===== src/rtl/local_maxima_frame_feeder.sv =====
// Frame feeder for the local-maxima engine: buffers one SIDE x SIDE frame, then streams it in raster order and drives the flush cycles.
// Optional FRAME_FEEDER_LOOP_EN: a start seen in DONE restarts streaming directly, giving back-to-back frames.
module local_maxima_frame_feeder #(
  parameter int SIDE  = 6,
  parameter int PIX_W = 8,
  parameter int FLUSH = 7
) (
  input  logic             clk,
  input  logic             rst,
  input  logic             wr_en,
  input  logic [5:0]       wr_addr,
  input  logic [PIX_W-1:0] wr_data,
  input  logic             start,
  input  logic             stall,
  output logic             busy,
  output logic [PIX_W-1:0] pix_out,
  output logic             pix_valid,
  output logic             pix_en,
  output logic [2:0]       row,
  output logic [2:0]       col,
  output logic             frame_start,
  output logic             frame_end,
  output logic             done,
  output logic [1:0]       dbg_state
);

  localparam logic [5:0] LAST_IDX = 6'(SIDE * SIDE - 1);
  localparam logic [2:0] LAST_FC  = 3'(FLUSH - 1);
  localparam logic [2:0] LAST_COL = 3'(SIDE);

  typedef enum logic [1:0] {S_IDLE, S_STREAM, S_FLUSH, S_DONE} state_t;

  state_t           state, state_nx;
  logic [5:0]       idx, idx_nx;
  logic [2:0]       fc, fc_nx;
  logic [2:0]       row_nx, col_nx;
  logic             restart;
  logic             wr_ok;
  logic [PIX_W-1:0] rd_pix;
  logic [PIX_W-1:0] mem [SIDE*SIDE];

`ifdef FRAME_FEEDER_LOOP_EN
  assign restart = (state == S_DONE) && start;
`else
  assign restart = 1'b0;
`endif

  // Writes only land while no frame is in flight, so a streamed frame is never torn.
  assign wr_ok = wr_en && (wr_addr <= LAST_IDX) &&
                 ((state == S_IDLE) || ((state == S_DONE) && !restart));

  always_ff @(posedge clk) begin
    if (wr_ok) mem[wr_addr] <= wr_data;
  end

  // Forward a same-cycle write so write+start streams the new pixel.
  assign rd_pix = (wr_ok && (wr_addr == idx_nx)) ? wr_data : mem[idx_nx];

  always_comb begin
    state_nx = state;
    idx_nx   = idx;
    fc_nx    = fc;
    row_nx   = 3'd0;
    col_nx   = 3'd0;
    case (state)
      S_IDLE: begin
        if (start) begin
          state_nx = S_STREAM;
          idx_nx   = 6'd0;
          row_nx   = 3'd1;
          col_nx   = 3'd1;
        end
      end
      S_STREAM: begin
        if (idx == LAST_IDX) begin
          state_nx = S_FLUSH;
          fc_nx    = 3'd0;
        end else begin
          idx_nx = idx + 6'd1;
          if (col == LAST_COL) begin
            row_nx = row + 3'd1;
            col_nx = 3'd1;
          end else begin
            row_nx = row;
            col_nx = col + 3'd1;
          end
        end
      end
      S_FLUSH: begin
        if (fc == LAST_FC) state_nx = S_DONE;
        else               fc_nx    = fc + 3'd1;
      end
      S_DONE: begin
        if (restart) begin
          state_nx = S_STREAM;
          idx_nx   = 6'd0;
          row_nx   = 3'd1;
          col_nx   = 3'd1;
        end else begin
          state_nx = S_IDLE;
        end
      end
      default: state_nx = S_IDLE;
    endcase
  end

  // Outputs are registered from next-state values so they line up with the state they describe.
  always_ff @(posedge clk) begin
    if (rst) begin
      state       <= S_IDLE;
      idx         <= 6'd0;
      fc          <= 3'd0;
      row         <= 3'd0;
      col         <= 3'd0;
      pix_out     <= '0;
      pix_valid   <= 1'b0;
      pix_en      <= 1'b0;
      busy        <= 1'b0;
      frame_start <= 1'b0;
      frame_end   <= 1'b0;
      done        <= 1'b0;
    end else if (!stall) begin
      state       <= state_nx;
      idx         <= idx_nx;
      fc          <= fc_nx;
      row         <= row_nx;
      col         <= col_nx;
      pix_out     <= (state_nx == S_STREAM) ? rd_pix : '0;
      pix_valid   <= (state_nx == S_STREAM);
      pix_en      <= (state_nx == S_STREAM) || (state_nx == S_FLUSH);
      busy        <= (state_nx == S_STREAM) || (state_nx == S_FLUSH);
      frame_start <= (state_nx == S_STREAM) && (idx_nx == 6'd0);
      frame_end   <= (state_nx == S_STREAM) && (idx_nx == LAST_IDX);
      done        <= (state_nx == S_DONE);
    end
  end

  assign dbg_state = state;

endmodule


===== config.mk =====
export PLATFORM = sky130hd
export DESIGN_NAME = local_maxima_frame_feeder
export DESIGN_NICKNAME = d
export VERILOG_FILES = /design/src/rtl/local_maxima_frame_feeder.sv
export SDC_FILE = /design/constraint.sdc
export NUM_CORES = 1
export LEC_CHECK = 0
export ABC_AREA = 1
export BUFFER_PORTS_ARGS = -buffer_cell sky130_fd_sc_hd__buf_2
export CORE_MARGIN = 2
export CORE_UTILIZATION = 56
export DETAILED_ROUTE_END_ITERATION = 8
export PLACE_DENSITY = 0.76
export SLEW_MARGIN = 15
export SYNTH_ARGS = -nofsm -noshare
export SYNTH_HDL_FRONTEND = slang
export SYNTH_SLANG_ARGS = --single-unit
export TNS_END_PERCENT = 100

===== constraint.sdc =====
create_clock -name clk -period 2.2 [get_ports clk]
set_clock_uncertainty 0.1 [all_clocks]
set_input_delay 0 -clock clk [delete_from_list [all_inputs] [get_ports clk]]
set_output_delay 0 -clock clk [all_outputs]
set_load 0.02 [all_outputs]

# Word-level counts from Yosys, hierarchy flattened
# Memories as Yosys holds them, arrays and structs flattened.
# Cells that the tools add are included.
# Widths: inputs -> output; s select.
dict set report classes {
  magnitude_cmp 1
  add_sub_neg 4
  reduce_logical 12
  eq_ne 14
  n_bitwise 1
  muxes 21
}
# cell n
set op_table {}
lappend op_table {{$mux 3} 6}
lappend op_table {{$pmux 3 s2} 3}
lappend op_table {{$mux 8} 2}
lappend op_table {{$eq 6x6->1 const B} 2}
lappend op_table {{$mux 6} 2}
lappend op_table {{$pmux 6 s2} 1}
lappend op_table {{$add 3x1->3 const B} 3}
lappend op_table {{$eq 2x2->1 const B} 4}
lappend op_table {{$pmux 2 s4} 1}
lappend op_table {{$add 6x1->6 const B} 1}
lappend op_table {{$eq 3x3->1 const B} 2}
lappend op_table {{$eq 6x6->1} 1}
lappend op_table {{$le 6x6->1 const B} 1}
lappend op_table {{$logic_not 6->1} 1}
lappend op_table {{$mux 2} 3}
lappend op_table {{$logic_and 1x1->1} 5}
lappend op_table {{$eq 2x1->1 const B} 2}
lappend op_table {{$ne 2x2->1 const B} 2}
lappend op_table {{$reduce_and 4->1} 1}
lappend op_table {{$mux 1} 3}
lappend op_table {{$ne 3x3->1 const B} 1}
lappend op_table {{$logic_not 2->1} 1}
lappend op_table {{$logic_or 1x1->1} 2}
lappend op_table {{$reduce_and 2->1} 1}
lappend op_table {{other kinds (2)} 2}
dict set report word_totals {
  memories 1
  regBits 30
  ramBits 288
  output_inout_bits 22
  word_cells 65
  input_bits 19
}
# name words width rd rd_clocked_by_memory_dff wr line_no
set memory_table {}
lappend memory_table {mem 36 8 1 0 1 40} ;# logic [PIX_W-1:0] mem [SIDE*SIDE];

# Longest topological paths before layout
dict set report logic_depth {
  word_depth 7
  mapped_depth 21
  mapped_depth_nobuf 19
}

# Worst setup path after synthesis
# OpenSTA, ideal clock, no wires.
dict set report synth_path {
  path_kind {register to register}
  startpoint {register state[1], in the netlist dbg_state[1]}
  endpoint {register frame_end}
  n_path_buf 1
  required_ns 2.030
  setup_slack_ns -0.335
  t_arrival_ns 2.365
  path_stages_with_launch 16
  setup_ns 0.070
  period_less_slack_ns 2.535
  path_cell_list {dfxtp_1 inv_1 ha_1 buf_6 nor2_2 a21oi_1 or2_2 o21a_1 inv_1 ha_1 inv_1 nor2_2 inv_1 nor3_1 nand4_1 a21oi_1}
}
dict set report synth_between {
  elab_chain_len 4
  elab_cells_between_ends 12
  cone_classes {5 x eq/ne; 5 x mux; 2 x reduce/logical}
}
# item line_no
set synth_lines {}
lappend synth_lines {{start, declared} 33} ;# state_t state, state_nx;
lappend synth_lines {{start signal, assigned} 123} ;# state <= state_nx;
lappend synth_lines {{$eq 2x2->1 (tied with other cells)} 65} ;# case (state)
lappend synth_lines {{$pmux 2 s4 *} 65}
lappend synth_lines {{named net state_nx[1]} 33}
lappend synth_lines {{$eq 2x1->1 *} 133} ;# frame_end <= (state_nx == S_STREAM) && (idx_nx == LAST_IDX);
lappend synth_lines {{$logic_and 1x1->1 *} 133}
lappend synth_lines {{end signal, assigned} 133}
lappend synth_lines {{end, declared} 22} ;# output logic frame_end,
# The timed path passes the listed nets; every way through them passes the cells marked *.
# A chain may end at the register's enable or synchronous reset.

# Worst setup path after layout
dict set report layout_path {
  startpoint {register state[1], in the netlist dbg_state[1]}
  endpoint {register pix_out[5]}
}
dict set report layout_between {
  elab_chain_len 6
  elab_cells_between_ends 17
  cone_classes {5 x eq/ne; 7 x mux; 4 x reduce/logical; 1 x memory}
}
# item line_no
set layout_lines {}
lappend layout_lines {{branches (longest 5 deep; another with $mem_v2 36x8)} -}
lappend layout_lines {{$mux 8 *} 128} ;# pix_out <= (state_nx == S_STREAM) ? rd_pix : '0;
lappend layout_lines {{end signal, assigned} 128}
lappend layout_lines {{end, declared} 16} ;# output logic [PIX_W-1:0] pix_out,
# Mark *: on every way between the ends.

==> results.yml <==
floorplan:
  dieArea_sq_um: 25890
  die_height_um: 160.9
  core_area_sq_um: 24250
  row_count: 57
  initial_utilization: 0.5686
  die-width_um: 160.9
  pin_count: 41
cts:
  clock_path_buffers: 3
  clock-sinks: 318
  numCtsBuffers: 31
  clk_pin_slew_ns: 0.06
  worstSkewPairLatency_ns: 0.57
  htreeDepth: 1
  cts_tree: "built"
  root_buffer: "clkbuf_16"
detailed_routing:
  drt-met1-wl_um: 14810
  routed.top_layer: "met5"
  wl_per_cell_um: 21.38
  wl_met3_um: 4520
  via_count: 10880
  drtPass1Iterations: 6
  drtAntennaViolNets: 0
  route.detailed.drc: 0
  via_per_inst: 5.943
  wl_met2_um: 18070
  dr.first_iter.drc_count: 1308
  wl_um: 39130
timing:
  hold_ws_ns: 0.05060
  post-route-min-period_ns: 2.530
  slew_violations: 0
  slew_headroom: 0.4642
  period_share: 1.150
  worstMarginPinSlew_ns: 0.8038
  hold_viol_final: 0
  max_freq_mhz: 395.3
  setup_slack_ns: -0.3300
  rsz0062_at_grt: "true"
  final-setup-viol-count: 8
setup_path:
  crit_path_cell_trace: "inv_6 > ha_4 > nor2_4 > a21oi_4 > nand2_2 > a21oi_4 > buf_6 > bufbuf_16 > nand3_1 > nand3_1 > nand3_2 > nand2_1 > nand2_1 > nand3_1 > nand2_1 > nand2_1 > a21oi_1"
  cp.arrival_ns: 2.87
  cp-end-kind: "register"
  slowest_stage: "dfxtp_4"
  crit_buf_inv: 3
  critPathKind: "register to register"
  cp.required_ns: 2.53
  critical_path.top_delay_family: "simple AND/OR/NAND/NOR gates"
  cp_common_cell: "nand2_1"
  slowest_delay_ns: 0.36
  startpoint_type: "register"
  crit_fanout: 10
logic_synthesis:
  synthFlopType: "edfxtp_1"
  netlist.top_cell.by_area: "edfxtp_1"
  synth_commonest_cells: "nand2_1 (386), edfxtp_1 (288), nand3_1 (258), inv_1 (75), nor2_1 (60)"
  avgSynthCellArea_sq_um: 10.62
  ys_warn_count: 0
  synth_fp_nets: 1326
  synth_most_common_cell: "nand2_1"
  yosys_register_bits: 318
  synth_top_area_share: 0.6273
  synthTopCellsByArea: "edfxtp_1 (63%), nand2_1 (11%), nand3_1 (9.4%), dfxtp_1 (4.4%), inv_1 (2.0%)"
  syn_inst: 1298
  synth_edf_count: 288
  ys_seq_area_frac: 0.6708
  synth_area_sq_um: 13790
  synth_cell_type_count: 39
  synth-async-reset-ratio: 0
power_and_ir_drop:
  internal_power_mw: 10.49
  seqPwrFrac: 0.468
  netSwitchingPower_mw: 3.739
  clkPwrFrac: 0.355
  power_density_nw_per_um2: 830.9
  power.total_mw: 14.23
  sw_frac_of_total: 0.2627
  peakVddDrop_mv: 0.8017
  leakage_nw: 6.764
  pwr-share-comb: 0.176
final_layout:
  utilization: 0.7064
  design_area_sq_um: 17130
  final_nets: 1510
  syn2layout_area_growth_pct: 24.24
  layout-drive-gt1-share: 0.2173
global_routing:
  antenna_found_initial: 2
  gr-total-overflow: 0
  grtUsageTotal: 0.3018
  grt_pass1_wl_um: 59810
  grt_start_max_net_pins: 43
  grt_pass1_vias: 10720
min_path:
  hold_class: "primary input to register"
placed_design:
  dpl_cell_area_sq_um: 15430
  gp_congestion: 0.9560
  numPortBuffers: 40
  place_ws_ns: -0.3175
  dp_hpwl_um: 24410
run_status:
  violations: "setup timing"
  status: "finished with violations"
flow_run:
  cap_viol_max_count: 0
registers in the layout, indices dropped and copies added, names as in the netlist:
register and cells:
fc 3, mem 288, frame_start 1, frame_end 1, dbg_state 2, done 1
col 3, pix_out 8, row 3, idx 6, pix_valid 1, pix_en 1
repair_timing:
item	in CTS	in global routing
pin swaps	21	9
setup buffers	17	3
endpoints found under the hold margin	218	0
resized for setup	45	21
endpoints found under the setup margin	16	159
hold buffers	13	0
cloned	5	1
placed cells by master, fill, tap and decap left out, types with 5 or more instances in the layout:
| cell type | instances |
|---|---|
| dfxtp_1 | 28 |
| buf_12 | 24 |
| o211ai_1 | 11 |
| nor2_1 | 47 |
| edfxtp_1 | 288 |
| clkbuf_1 | 10 |
| clkbuf_16 | 32 |
| nand2_1 | 380 |
| inv_1 | 69 |
| buf_2 | 40 |
| buf_6 | 8 |
| clkinv_1 | 6 |
| nor2_2 | 15 |
| dlygate4sd3_1 | 13 |
| nor2_4 | 5 |
| nand3_1 | 244 |
| ha_1 | 5 |
| a21oi_1 | 28 |
| inv_2 | 6 |
| o21ai_0 | 14 |
| buf_4 | 125 |
| nand3_2 | 17 |
| nand2_2 | 8 |
| nand4_1 | 16 |
final timing paths:
path / from / end / slack [ns] / depth (start not counted)
setup / recovery: dbg_state[1]$_SDFFE_PP0N_ / pix_out[5]$_SDFFE_PP0N_ / -0.33 / 17
hold / removal: wr_addr[1] / mem[26][3]$_DFFE_PP_ / 0.05 / 4
setup reg to reg: dbg_state[1]$_SDFFE_PP0N_ / pix_out[5]$_SDFFE_PP0N_ / -0.33 / 17
hold reg to reg: frame_end$_SDFFE_PP0N_ / frame_end$_SDFFE_PP0N_ / 0.36 / 2
cell type report:
cell class	count	area, sq um
clock buffers	43	840.8
well taps	324	405.4
fillers	1619	7119
flip-flops and latches	318	9256
repair buffers	219	2069
multi-input cells	832	4124
clock inverters	13	115.1
diodes	1	2.502
inverters	80	315.3
power groups by stage:
stage | Sequential (mW) | Combinational, mW | Clock, mW
2_1_floorplan | 6.82 | 1.18 | 0
3_3_place_gp | 6.79 | 2.07 | 0
3_5_place_dp | 6.79 | 2.11 | 0
4_1_cts | 6.66 | 2.39 | 5.10
5_1_grt | 6.67 | 2.68 | 5.34
6_report | 6.67 | 2.51 | 5.06
per-layer routing:
| layer | track usage | vias to the layer above |
|---|---|---|
| met5 | 0 | - |
| met4 | 0.1238 | 2 |
| met3 | 0.05914 | 138 |
| li1 | - | 4875 |
| met1 | 0.4052 | 5160 |
| met2 | 0.4877 | 700 |
tightest hold or removal path, delay by kind of cell:
family        cells  cell delay, ns
simple gates      2            0.22
buf+inv           2            0.31
cells by family (layout without fill, tap and decap cells):
| kind of cell | after synthesis | after routing | synth area share |
|---|---|---|---|
| other | 0 | 1 | 0 |
| adders and majority gates | 9 | 9 | 0.008168 |
| buffers and inverters | 148 | 355 | 0.04810 |
| and+or+nand+nor | 745 | 745 | 0.2370 |
| AOI/OAI and AO/OA | 75 | 75 | 0.03285 |
| xor gates and xnor gates | 3 | 3 | 0.002995 |
| DFF | 318 | 318 | 0.6708 |
per-stage QoR:
stage | setup TNS [ns] | std cells
after floorplan | -5.769 | 1298
after global placement | -1.934 | 1734
after detailed placement | -2.466 | 1734
after CTS | -1.730 | 1825
after global routing | -3.559 | 1830
final | -2.333 | 1830
No activity file was read; power rests on OpenSTA's default activity.
